File: config.mk
export PLATFORM = sky130hd
export DESIGN_NAME = sync_shake_arb
export DESIGN_NICKNAME = d
export VERILOG_FILES = /design/src/rtl/sync_shake_arb.sv
export SDC_FILE = /design/constraint.sdc
export NUM_CORES = 1
export LEC_CHECK = 0
export BUFFER_PORTS_ARGS = -buffer_cell sky130_fd_sc_hd__buf_2
export CAP_MARGIN = 20
export CORE_ASPECT_RATIO = 2
export CORE_MARGIN = 3
export CORE_UTILIZATION = 50
export CTS_CLUSTER_SIZE = 20
export DETAILED_ROUTE_END_ITERATION = 6
export PLACE_DENSITY_LB_ADDON = 0.1
export SETUP_SLACK_MARGIN = 0.4
export SYNTH_ARGS = -nofsm -noshare
export SYNTH_HDL_FRONTEND = slang
export SYNTH_SLANG_ARGS = --single-unit
File: constraint.sdc
create_clock -name clk -period 2.94 [get_ports clk]
set_clock_uncertainty 0.1 [all_clocks]
set_input_delay 0.441 -clock clk [delete_from_list [all_inputs] [get_ports clk]]
set_output_delay 0.441 -clock clk [all_outputs]
set_load 0.01 [all_outputs]
File: src/rtl/sync_shake_arb.sv
// sync_shake_arb
//   Round-robin arbiter that collects one beat at a time from N requesters and
//   presents it to a single valid/ack channel. The channel feeds a cross-clock
//   handshake, so a beat may stall for a long time. A stall timeout raises a
//   sticky error flag but never drops the beat.
//
// Ports
//   clk          single clock, rising edge
//   rst          synchronous active-high reset
//   req_vld      [N]    per-requester valid
//   req_data     [N*W]  requester i data in bits [i*W +: W]
//   req_ack      [N]    combinational accept, one-hot or zero, IDLE only
//   en_mask      [N]    requester enable; masked requesters are never granted
//   tx_vld       channel valid, high exactly while in SEND
//   tx_data      [W]    held beat data
//   tx_id        [IDW]  index of the requester that owns the held beat
//   tx_ack       channel accept
//   busy         high while in SEND
//   err_timeout  sticky stall-timeout flag
//   err_clr      clears err_timeout; a coincident set wins
//   beat_cnt     [16]   transferred beat count, wraps
module sync_shake_arb #(
  parameter int N       = 4,
  parameter int W       = 8,
  parameter int TIMEOUT = 255,
  localparam int IDW    = (N > 1) ? $clog2(N) : 1
) (
  input  logic             clk,
  input  logic             rst,
  input  logic [N-1:0]     req_vld,
  input  logic [N*W-1:0]   req_data,
  output logic [N-1:0]     req_ack,
  input  logic [N-1:0]     en_mask,
  output logic             tx_vld,
  output logic [W-1:0]     tx_data,
  output logic [IDW-1:0]   tx_id,
  input  logic             tx_ack,
  output logic             busy,
  output logic             err_timeout,
  input  logic             err_clr,
  output logic [15:0]      beat_cnt
);

  typedef enum logic {S_IDLE = 1'b0, S_SEND = 1'b1} state_t;

  localparam logic [15:0] TO_LIM = 16'(TIMEOUT);

  state_t           state_q, state_d;
  logic [IDW-1:0]   ptr_q, ptr_d;
  logic [IDW-1:0]   id_q, id_d;
  logic [W-1:0]     hold_q, hold_d;
  logic [15:0]      tcnt_q, tcnt_d;
  logic             err_q, err_d;
  logic [15:0]      beat_q, beat_d;

  logic [N-1:0]     cand;
  logic             gnt_vld;
  logic [IDW-1:0]   gnt_idx;
  logic             err_set;

  // Scan ptr+1, ptr+2, ... modulo N and return {found, index} of the first
  // candidate. Starting one past the last winner gives round-robin order.
  function automatic logic [IDW:0] rr_pick(input logic [N-1:0] c,
                                           input logic [IDW-1:0] p);
    logic           found;
    logic [IDW-1:0] idx;
    int             j;
    found = 1'b0;
    idx   = '0;
    for (int k = 1; k <= N; k++) begin
      j = (int'(p) + k) % N;
      if (!found && ((c >> j) & N'(1)) != '0) begin
        found = 1'b1;
        idx   = IDW'(j);
      end
    end
    return {found, idx};
  endfunction

  always_comb begin
    state_d = state_q;
    ptr_d   = ptr_q;
    id_d    = id_q;
    hold_d  = hold_q;
    tcnt_d  = tcnt_q;
    beat_d  = beat_q;
    req_ack = '0;
    err_set = 1'b0;

    cand               = req_vld & en_mask;
    {gnt_vld, gnt_idx} = rr_pick(cand, ptr_q);

    case (state_q)
      S_IDLE: begin
        if (gnt_vld) begin
          req_ack = N'(1) << gnt_idx;
          hold_d  = W'(req_data >> (gnt_idx * W));
          id_d    = gnt_idx;
          ptr_d   = gnt_idx;
          tcnt_d  = '0;
          state_d = S_SEND;
        end
      end
      S_SEND: begin
        if (tx_ack) begin
          state_d = S_IDLE;
          beat_d  = beat_q + 16'd1;
        end else if (tcnt_q != TO_LIM) begin
          tcnt_d = tcnt_q + 16'd1;
          // Flag only on the step that reaches the limit, so a clear during a
          // long saturated stall is not immediately overridden.
          err_set = (tcnt_d == TO_LIM);
        end
      end
      default: state_d = S_IDLE;
    endcase

    if (err_set)      err_d = 1'b1;
    else if (err_clr) err_d = 1'b0;
    else              err_d = err_q;
  end

  always_ff @(posedge clk) begin
    if (rst) begin
      state_q <= S_IDLE;
      ptr_q   <= IDW'(N - 1);
      id_q    <= '0;
      hold_q  <= '0;
      tcnt_q  <= '0;
      err_q   <= 1'b0;
      beat_q  <= '0;
    end else begin
      state_q <= state_d;
      ptr_q   <= ptr_d;
      id_q    <= id_d;
      hold_q  <= hold_d;
      tcnt_q  <= tcnt_d;
      err_q   <= err_d;
      beat_q  <= beat_d;
    end
  end

  assign tx_vld      = (state_q == S_SEND);
  assign busy        = (state_q == S_SEND);
  assign tx_data     = hold_q;
  assign tx_id       = id_q;
  assign err_timeout = err_q;
  assign beat_cnt    = beat_q;

endmodule
==> results by stage, run 1 <==
Synth:
- The share of the Yosys chip area taken by registers is 0.354.
- The cell area that synthesis handed to floorplanning was 2600 µm².
- The commonest register cell after synthesis is dfxtp_1.
- Yosys printed 0 warnings.
- The cell count after synthesis is roughly 300.
- In this run, synthesis produced a sequential element count of 46.
- In this run, synthesis inferred 0 flip-flops with an integrated enable.
- The net count of the mapped netlist is ~350.
- The number of different library cells in the post-synthesis netlist is just over 50.
- The mean post-synth cell area is 8.51 µm².
- Of all flip-flops after synthesis, the portion carrying an async set or reset was 0.

Timing:
- The number of pins with negative max-slew slack in the final report is 0.
- The final clock period utilization by the worst path is 0.796.
- Measured against its own limit, the worst slew margin works out to 0.579.
- Setup violations remaining at the end of the flow were counted as 0.
- At the pin with the least slew margin, the transition time is roughly 630 ps.
- Setup repair after global routing left no endpoint under its margin.
- Summed over all failing endpoints, the final setup total negative slack is 0 ps.
- The worst path needs about 2300 ps of the cycle, external delays included.
- The final hold violation count came to 0.
- The maximum clock rate is approximately 430 MHz.

Detailed routing:
- The total wire length after detailed routing is 6.20 mm.
- The number of DRC markers after the initial detailed-route iteration is 90.
- The antenna violation net count after detailed routing is 0.
- After detailed routing, the average wire length per cell comes to ~14 µm.
- The via density per instance is about 5.7.
- The first TritonRoute pass finished after 4 iterations.
- After detailed routing, the number of remaining DRC violations is 0.
- Summing over every cut layer, the via total after detailed routing is between 2000 and 2500.

Outcome:
- The run finished with clean final reports.

Floorplan:
- The floorplan step set the die height to ~110 µm.
- The initial utilization of the core area, before any placement, comes to 0.526.
- The die width is around 57 µm.
- The core area is slightly below 5000 µm².
- The die footprint is between 6000 and 7000 µm².
- The count of standard-cell rows is 36.
- The I/O pin count is 77.

Hold path:
- The hold path startpoint is err_clr.
- The path type of the worst min-delay path is primary input to flip-flop.
- The endpoint of the worst hold path is err_timeout.
- The number of stages on the worst hold path is 4.

Clocking:
- In this run the number of H-tree levels came out at 2.
- The clock latency of the later-clocked register in the worst-skew pair is ~290 ps.
- The clock passes through at most 2 buffers.
- The CTS tree is yes.
- The clock-pin slew of the registers on the worst-case setup and hold paths is about 80 ps.
- The clock buffer count from CTS is 5.
- The number of clock sinks is 46.
- The clock root buffer master is clkbuf_8.

Setup path:
- The required arrival time at the worst endpoint is 2400 ps.
- In this run the register-to-register setup slack is a little over 600 ps.
- In this run the worst path has a maximum fanout of 8.
- The endpoint of the worst-slack reg-to-reg timing path is tcnt_q[11].
- The signal on the critical path passes through a31oi_1, or2_2, a221oi_1, nor3_1, buf_2.
- The cell with the largest stage delay on the worst path is a221oi_1.
- The critical path arrival is 1800 ps.
- Counting cells, the worst reg-to-reg path comes to 8.
- The worst setup path is launched from a flip-flop.
- The capturing element type of the critical path is an output pin.
- The kind of critical path is flip-flop to output pin.
- The peak per-stage delay on the critical path is 450 ps.
- The worst register-to-register path begins at tcnt_q[0].

Flow run:
- Across the run, the number of max-cap violations was 0.

Placed design:
- The number of port buffers is 76.
- At the end of routability-driven placement, the weighted congestion stood at between 0.8 and 0.9.
- The final HPWL from detailed placement is between 4 and 5 mm.

Global route:
- Summed over all layers, the global routing overflow is 0.
- The number of global-route vias before repair is between 2000 and 2500.
- The all-layer global routing usage is 0.207.
- Entering global routing, the biggest net connects 47 pins.
- The initial antenna violation count is 0.
- The global-route wire length before repair is approximately 10 mm.

Layout:
- The filler cell count is ~460.
- In the final layout, the share of cells above drive strength 1 is 0.307.
- The area growth from synthesis to layout is 20.5%.
- The top cell types in the final layout, fill and taps aside, are 76 x buf_2, 45 x dfxtp_1, 41 x nor2_1, 23 x a21oi_1, 21 x nand2_1.
- The count of antenna diodes in the layout is 0.
- The number of nets in the finished design is 430.
- The most frequent standard cell in the layout excluding fill and tap cells is buf_2.
- Measured on the finished design, the core utilization comes to 0.633.

Power and ir drop:
- The leakage power figure is around 1.3 nW.
- The maximum resistive drop on vdd is a little over 0.0005 V.
- The total power is approximately 1.3 mW.
- The power density relative to cell area is about 420 nW/µm².
[cell usage after synthesis, drive strengths merged, types with 2 or more instances]
master	number	area share
nand4b	3	0.010
o221ai	8	0.027
inv	5	0.0072
nor4	3	0.0096
o21bai	2	0.0058
and2	6	0.014
a211oi	5	0.014
a22oi	2	0.0058
nand3	6	0.013
and3	3	0.0072
dfxtp	46	0.35
nand3b	12	0.035
o21ai	17	0.043
o21a	2	0.0058
nor3	7	0.018
a31oi	7	0.023
nand2	21	0.030
mux2i	17	0.065
nor2	42	0.067
nor2b	2	0.0048
buf	8	0.026
nand2b	2	0.0048
xor2	7	0.024
a21oi	28	0.061
ha	3	0.014
clkbuf	8	0.012
or3	7	0.017
and4	2	0.0086
xnor2	5	0.017
nand4	9	0.022
[registers in the layout, summed over array words and instances (netlist names)]
register,cells
beat_cnt,16
tcnt_q,16
tx_data,8
ptr_q,2
tx_id,2
busy,1
err_timeout,1
[critical path, delay by kind of cell, from the launching register on]
kind | cells | cell delay (ps)
AO/OA/AOI/OAI | 2 | 530
flip-flops | 1 | 400
AND/OR/NAND/NOR | 2 | 400
buffers and inverters | 1 | 160
[per-stage QoR]
stage | area, µm² | setup slack [ps] | hold slack [ps] | instances
after floorplan | 2600 | 735 | 357 | 306
after global placement | 3000 | 639 | 333 | 427
after detailed placement | 3000 | 584 | 341 | 427
after CTS | 3090 | 474 | 290 | 435
after global routing | 3140 | 451 | 342 | 441
final | 3140 | 601 | 297 | 441
[cells by family (layout without fill, tap and decap cells)]
group           count (synthesis)  in the layout  share of synthesized area
compound gates                 78             78                      0.207
mux                            18             18                     0.0697
buf+inv                        21             99                     0.0447
fa+ha+maj                       3              3                     0.0144
flops                          46             46                      0.354
xor+xnor                       12             12                     0.0404
simple gates                  128            128                      0.270
[layer usage]
metal  GRT usage  vias to the layer above  part of all wire
li1            -                     1273                 -
met1       0.212                     1146              0.38
met2       0.403                       68              0.54
met3      0.0358                        8             0.057
met4      0.0746                        0             0.019
met5           0                        -                 0
[power by group]
group / total (mW) / switching, mW / internal, mW
registers: 0.667 / 0.0187 / 0.648
logic: 0.260 / 0.143 / 0.117
clock network: 0.388 / 0.199 / 0.190
total: 1.32 / 0.360 / 0.955
[repair_timing]
item	CTS	global route
resized for setup	0	1
endpoints found under the setup margin	0	5
endpoints found under the hold margin	0	0
buffers inserted	0	6
hold buffers	0	0
[worst max-delay path by stage]
stage                from         end  slack, ps  depth (start not counted)
2_1_floorplan  req_vld[1]  req_ack[2]        730                          7
3_3_place_gp   req_vld[1]  req_ack[1]        640                          7
3_5_place_dp    tcnt_q[0]   tcnt_q[2]        580                          7
4_1_cts          ptr_q[1]  req_ack[1]        470                          5
5_1_grt         tcnt_q[0]   tcnt_q[2]        450                          7
6_report         ptr_q[1]  req_ack[1]        600                          5
[area by class of cell]
cell class / instances / area [µm²] / area share
Clock buffer: 7 / 86.3 / 0.0275
Sequential cell: 46 / 922 / 0.294
Timing Repair Buffer: 86 / 455 / 0.145
Tap cell: 57 / 71.3 / 0.0227
Inverter: 5 / 18.8 / 0.00598
Multi-Input combinational cell: 239 / 1580 / 0.503
Clock inverter: 1 / 5.00 / 0.00159
(Power assumes the default switching activity.)
==> inputs of run 2 (changes only) <==
--- a/config.mk
+++ b/config.mk
@@ -9,7 +9,7 @@
 export CAP_MARGIN = 20
 export CORE_ASPECT_RATIO = 2
 export CORE_MARGIN = 3
-export CORE_UTILIZATION = 50
+export CORE_UTILIZATION = 47
 export CTS_CLUSTER_SIZE = 20
 export DETAILED_ROUTE_END_ITERATION = 6
 export PLACE_DENSITY_LB_ADDON = 0.1
==> constraint.sdc (replaced) <==
create_clock -name clk -period 1.95 [get_ports clk]
set_clock_uncertainty 0.1 [all_clocks]
set_input_delay 0.2925 -clock clk [delete_from_list [all_inputs] [get_ports clk]]
set_output_delay 0.2925 -clock clk [all_outputs]
set_load 0.01 [all_outputs]
==> run 2 against run 1 <==
Compared with the run above:
- sequential share of layout area fell by 6.2 points
- final area increased by 32%
- the flow now finishes with violations (negative setup slack)
- sequential cell count unchanged
- largest cell class unchanged
- die area up 5.9%
- routed wire length rose by 36%
- highest routed layer unchanged
- utilization grew 16 points
- count of clock-buffer cells in the layout did not move
- critical path depth unchanged
- sequential power rose by 50%
- clock power up 55%
- global-route usage is 4.5 points higher
==> results by stage, run 2 (synthesis gave the netlist of run 1 again) <==
Setup path:
- The critical path arrival is 1710 ps (-90 ps).
- The worst register-to-register path begins at tcnt_q[1].
- The endpoint identified for the worst register-to-register timing path is tcnt_q[1].
- The count of cells along the worst register-to-register path is 9 (+1).
- STA classifies the critical path endpoint as an output pin.
- The required arrival time at the worst endpoint is 1560 ps (-840 ps).
- The peak per-stage delay on the critical path was 410 ps (-40 ps).
- The slowest stage of the critical path belongs to the cell a221o_2.
- Traced cell by cell, the critical path runs through a31oi_1, or2_4, a221o_2, nor3_2, buf_2.
- The end point of the critical path is req_ack[0].
- The internal reg-to-reg setup slack is -10 ps (-620 ps).
- The kind of critical path is flip-flop to output pin.
- The maximum fanout encountered on the critical timing path is 4 (-4).
- The beginning of the critical path is ptr_q[1].
- The startpoint type of the worst setup path is a flip-flop.

Floorplan:
- The vertical die dimension is 111 µm (+3.0%).
- The die width is 58.6 µm (+2.8%).
- The count of standard-cell rows came to 37 (+2.8%).
- The die footprint is 6520 µm² (+5.9%).
- The I/O pin count came to 77 (unchanged).
- The core area was 5230 µm² (+5.6%).
- The starting utilization of the core area came to 0.498 (-0.0278).

Layout:
- The register area was 963 µm² (+4.5%).
- The post-synthesis to final-layout area growth is 59.5%.
- Leaving out fill and tap cells, the most frequent cells in the layout are 74 x buf_2, 52 x buf_4, 30 x dfxtp_1, 24 x nor2_1, 16 x nand2_1.
- The most frequent standard cell in the layout excluding fill and tap cells is buf_2.
- The filler cell count was 351 (-24%).
- The area taken by multi-input logic gates is 2030 µm² (+29%).
- The fraction of final layout cells sized beyond drive strength 1 is 0.592 (+0.285).
- The share of the core filled with cells is 0.794 (+0.161).
- The final instance count without filler cells was 497 (+13%).
- The number of nets in the finished design came to 485 (+13%).
- The count of antenna diodes in the layout was 0 (unchanged).

Timing:
- The setup TNS came to -481 ps (-481 ps).
- The worst-case setup margin in the final layout was -155 ps (-756 ps).
- The final hold violation count is 0 (unchanged).
- The tightest slew margin relative to the limit was 0.633 (+0.0543).
- In the finished design, the share of the clock period the worst path needs comes to 1.08.
- The maximum clock rate is about 480 MHz.
- The count of final setup violators is 5 (+5).
- Setup repair after global routing could not meet its margin everywhere.
- The slew at the pin with the worst max-slew slack is 550 ps (-81.4 ps).
- The post-route minimum period is around 2100 ps.
- The number of pins with negative max-slew slack in the final report came to 0 (unchanged).

Clocking:
- The level count of the clock H-tree is 2 (unchanged).
- The clock buffer count from CTS was 5 (unchanged).
- The clock-pin slew of the registers on the worst-case setup and hold paths is 80 ps (about the same).
- The buffer levels on the longest clock path is 2 (unchanged).
- The hold-fix buffer count after cts is 0 (unchanged).
- The clock latency of the later-clocked register in the worst-skew pair is 300 ps (about the same).
- The root buffer cell chosen for the clock tree is clkbuf_8.
- The CTS tree is yes.
- The number of clock sinks is 46 (unchanged).

Placed design:
- The number of port buffers was 76 (unchanged).
- The final HPWL from detailed placement is 5.20 mm (+10%).
- The routability congestion estimate from global placement was 0.844 (+3.2%).
- The placed instance count was 453 (+6.1%).

Power and ir drop:
- The leakage power figure is 1.70 nW (+32%).
- The maximum resistive drop on vdd was 0.000461 V (-10%).
- The total power is 2.23 mW (+69%).
- The power density relative to cell area is 536 nW/µm² (+28%).

Detailed routing:
- The number of iterations in the first detailed-routing pass is 4 (unchanged).
- The remaining design rule violation count is 0 (unchanged).
- The detailed-route via count is 2935 (+18%).
- The total wire length after detailed routing was 8.43 mm (+36%).
- The post-detailed-route wirelength per cell is 17.0 µm (+21%).
- The antenna violation net count after detailed routing came to 0 (unchanged).
- The via density per instance is 5.91 (+4.4%).
- The number of DRC markers after the initial detailed-route iteration is 130 (+44%).

Outcome:
- The checks that failed: negative setup slack.
- The flow ran to the end, but the final reports show violations.

Global route:
- The pin count of the biggest net entering global routing is 48 (+2.1%).
- The overflow left after global routing is 0 (unchanged).
- The number of global-route vias before repair is 2940 (+22%).
- The global-route wire length before repair is 13.1 mm (+26%).
- The initial antenna violation count is 0 (unchanged).
- The all-layer global routing usage was 0.252 (+0.0450).

Flow run:
- The max-cap check violation count is 0 (unchanged).

Hold path:
- The min-delay analysis places its worst path in the category primary input to flip-flop.
run 2: cell types whose count changed in the layout (fill, tap and decap cells not counted), sizes merged:
cell and delta:
buf +54, a31o +1
run 2: repair_timing:
action                     4_1_cts  5_1_grt
gates resized for setup         70       30
pin swaps                       34       38
buffers inserted                26        8
setup endpoints to repair       41       44
hold endpoints to repair         0        0
cloned                           2        0
run 2: critical path, delay by kind of cell (launching register included):
| family | cells | cell delay, ps |
|---|---|---|
| compound gates | 2 | 480 |
| simple gates | 2 | 410 |
| flops | 1 | 370 |
| buf+inv | 1 | 150 |
run 2: routing by layer:
metal  vias up  GRT usage  routed length [µm]
met4         0      0.116                 291
met5         -          0                   0
li1       1388          -                   -
met2        99      0.495                4860
met3        27     0.0361                 374
met1      1421      0.236                2910
run 2: how the worst min path moves through the flow:
stage	slack, ps	end	from	depth (start not counted)
final	150	err_timeout	err_clr	4
after global placement	330	err_timeout	err_timeout	2
after CTS	150	err_timeout	err_clr	4
after floorplan	360	tcnt_q[11]	tcnt_q[11]	2
after global routing	190	err_timeout	err_clr	4
after detailed placement	350	err_timeout	err_timeout	2
run 2: where the power goes:
part / leakage, nW / switching, mW / total, mW / internal (mW)
Sequential: 0.383 / 0.0290 / 0.998 / 0.969
Combinational: 1.27 / 0.318 / 0.628 / 0.310
Clock: 0.0482 / 0.316 / 0.602 / 0.286
run 2: layout make-up:
class                   instances  share of cell area
inverters                       5             0.00452
well taps                      58              0.0175
clock buffers                   7              0.0208
flip-flops and latches         46               0.232
multi-input cells             240               0.489
clock inverters                 1             0.00120
repair buffers                140               0.236
run 2: through the flow:
| stage | area, µm² | setup WS [ps] | hold WS (ps) |
|---|---|---|---|
| floorplan | 2770 | 200 | 357 |
| global placement | 3370 | 40.4 | 332 |
| detailed placement | 3370 | -6.79 | 354 |
| CTS | 3970 | -133 | 147 |
| global route | 4150 | -218 | 187 |
| finish | 4150 | -155 | 148 |
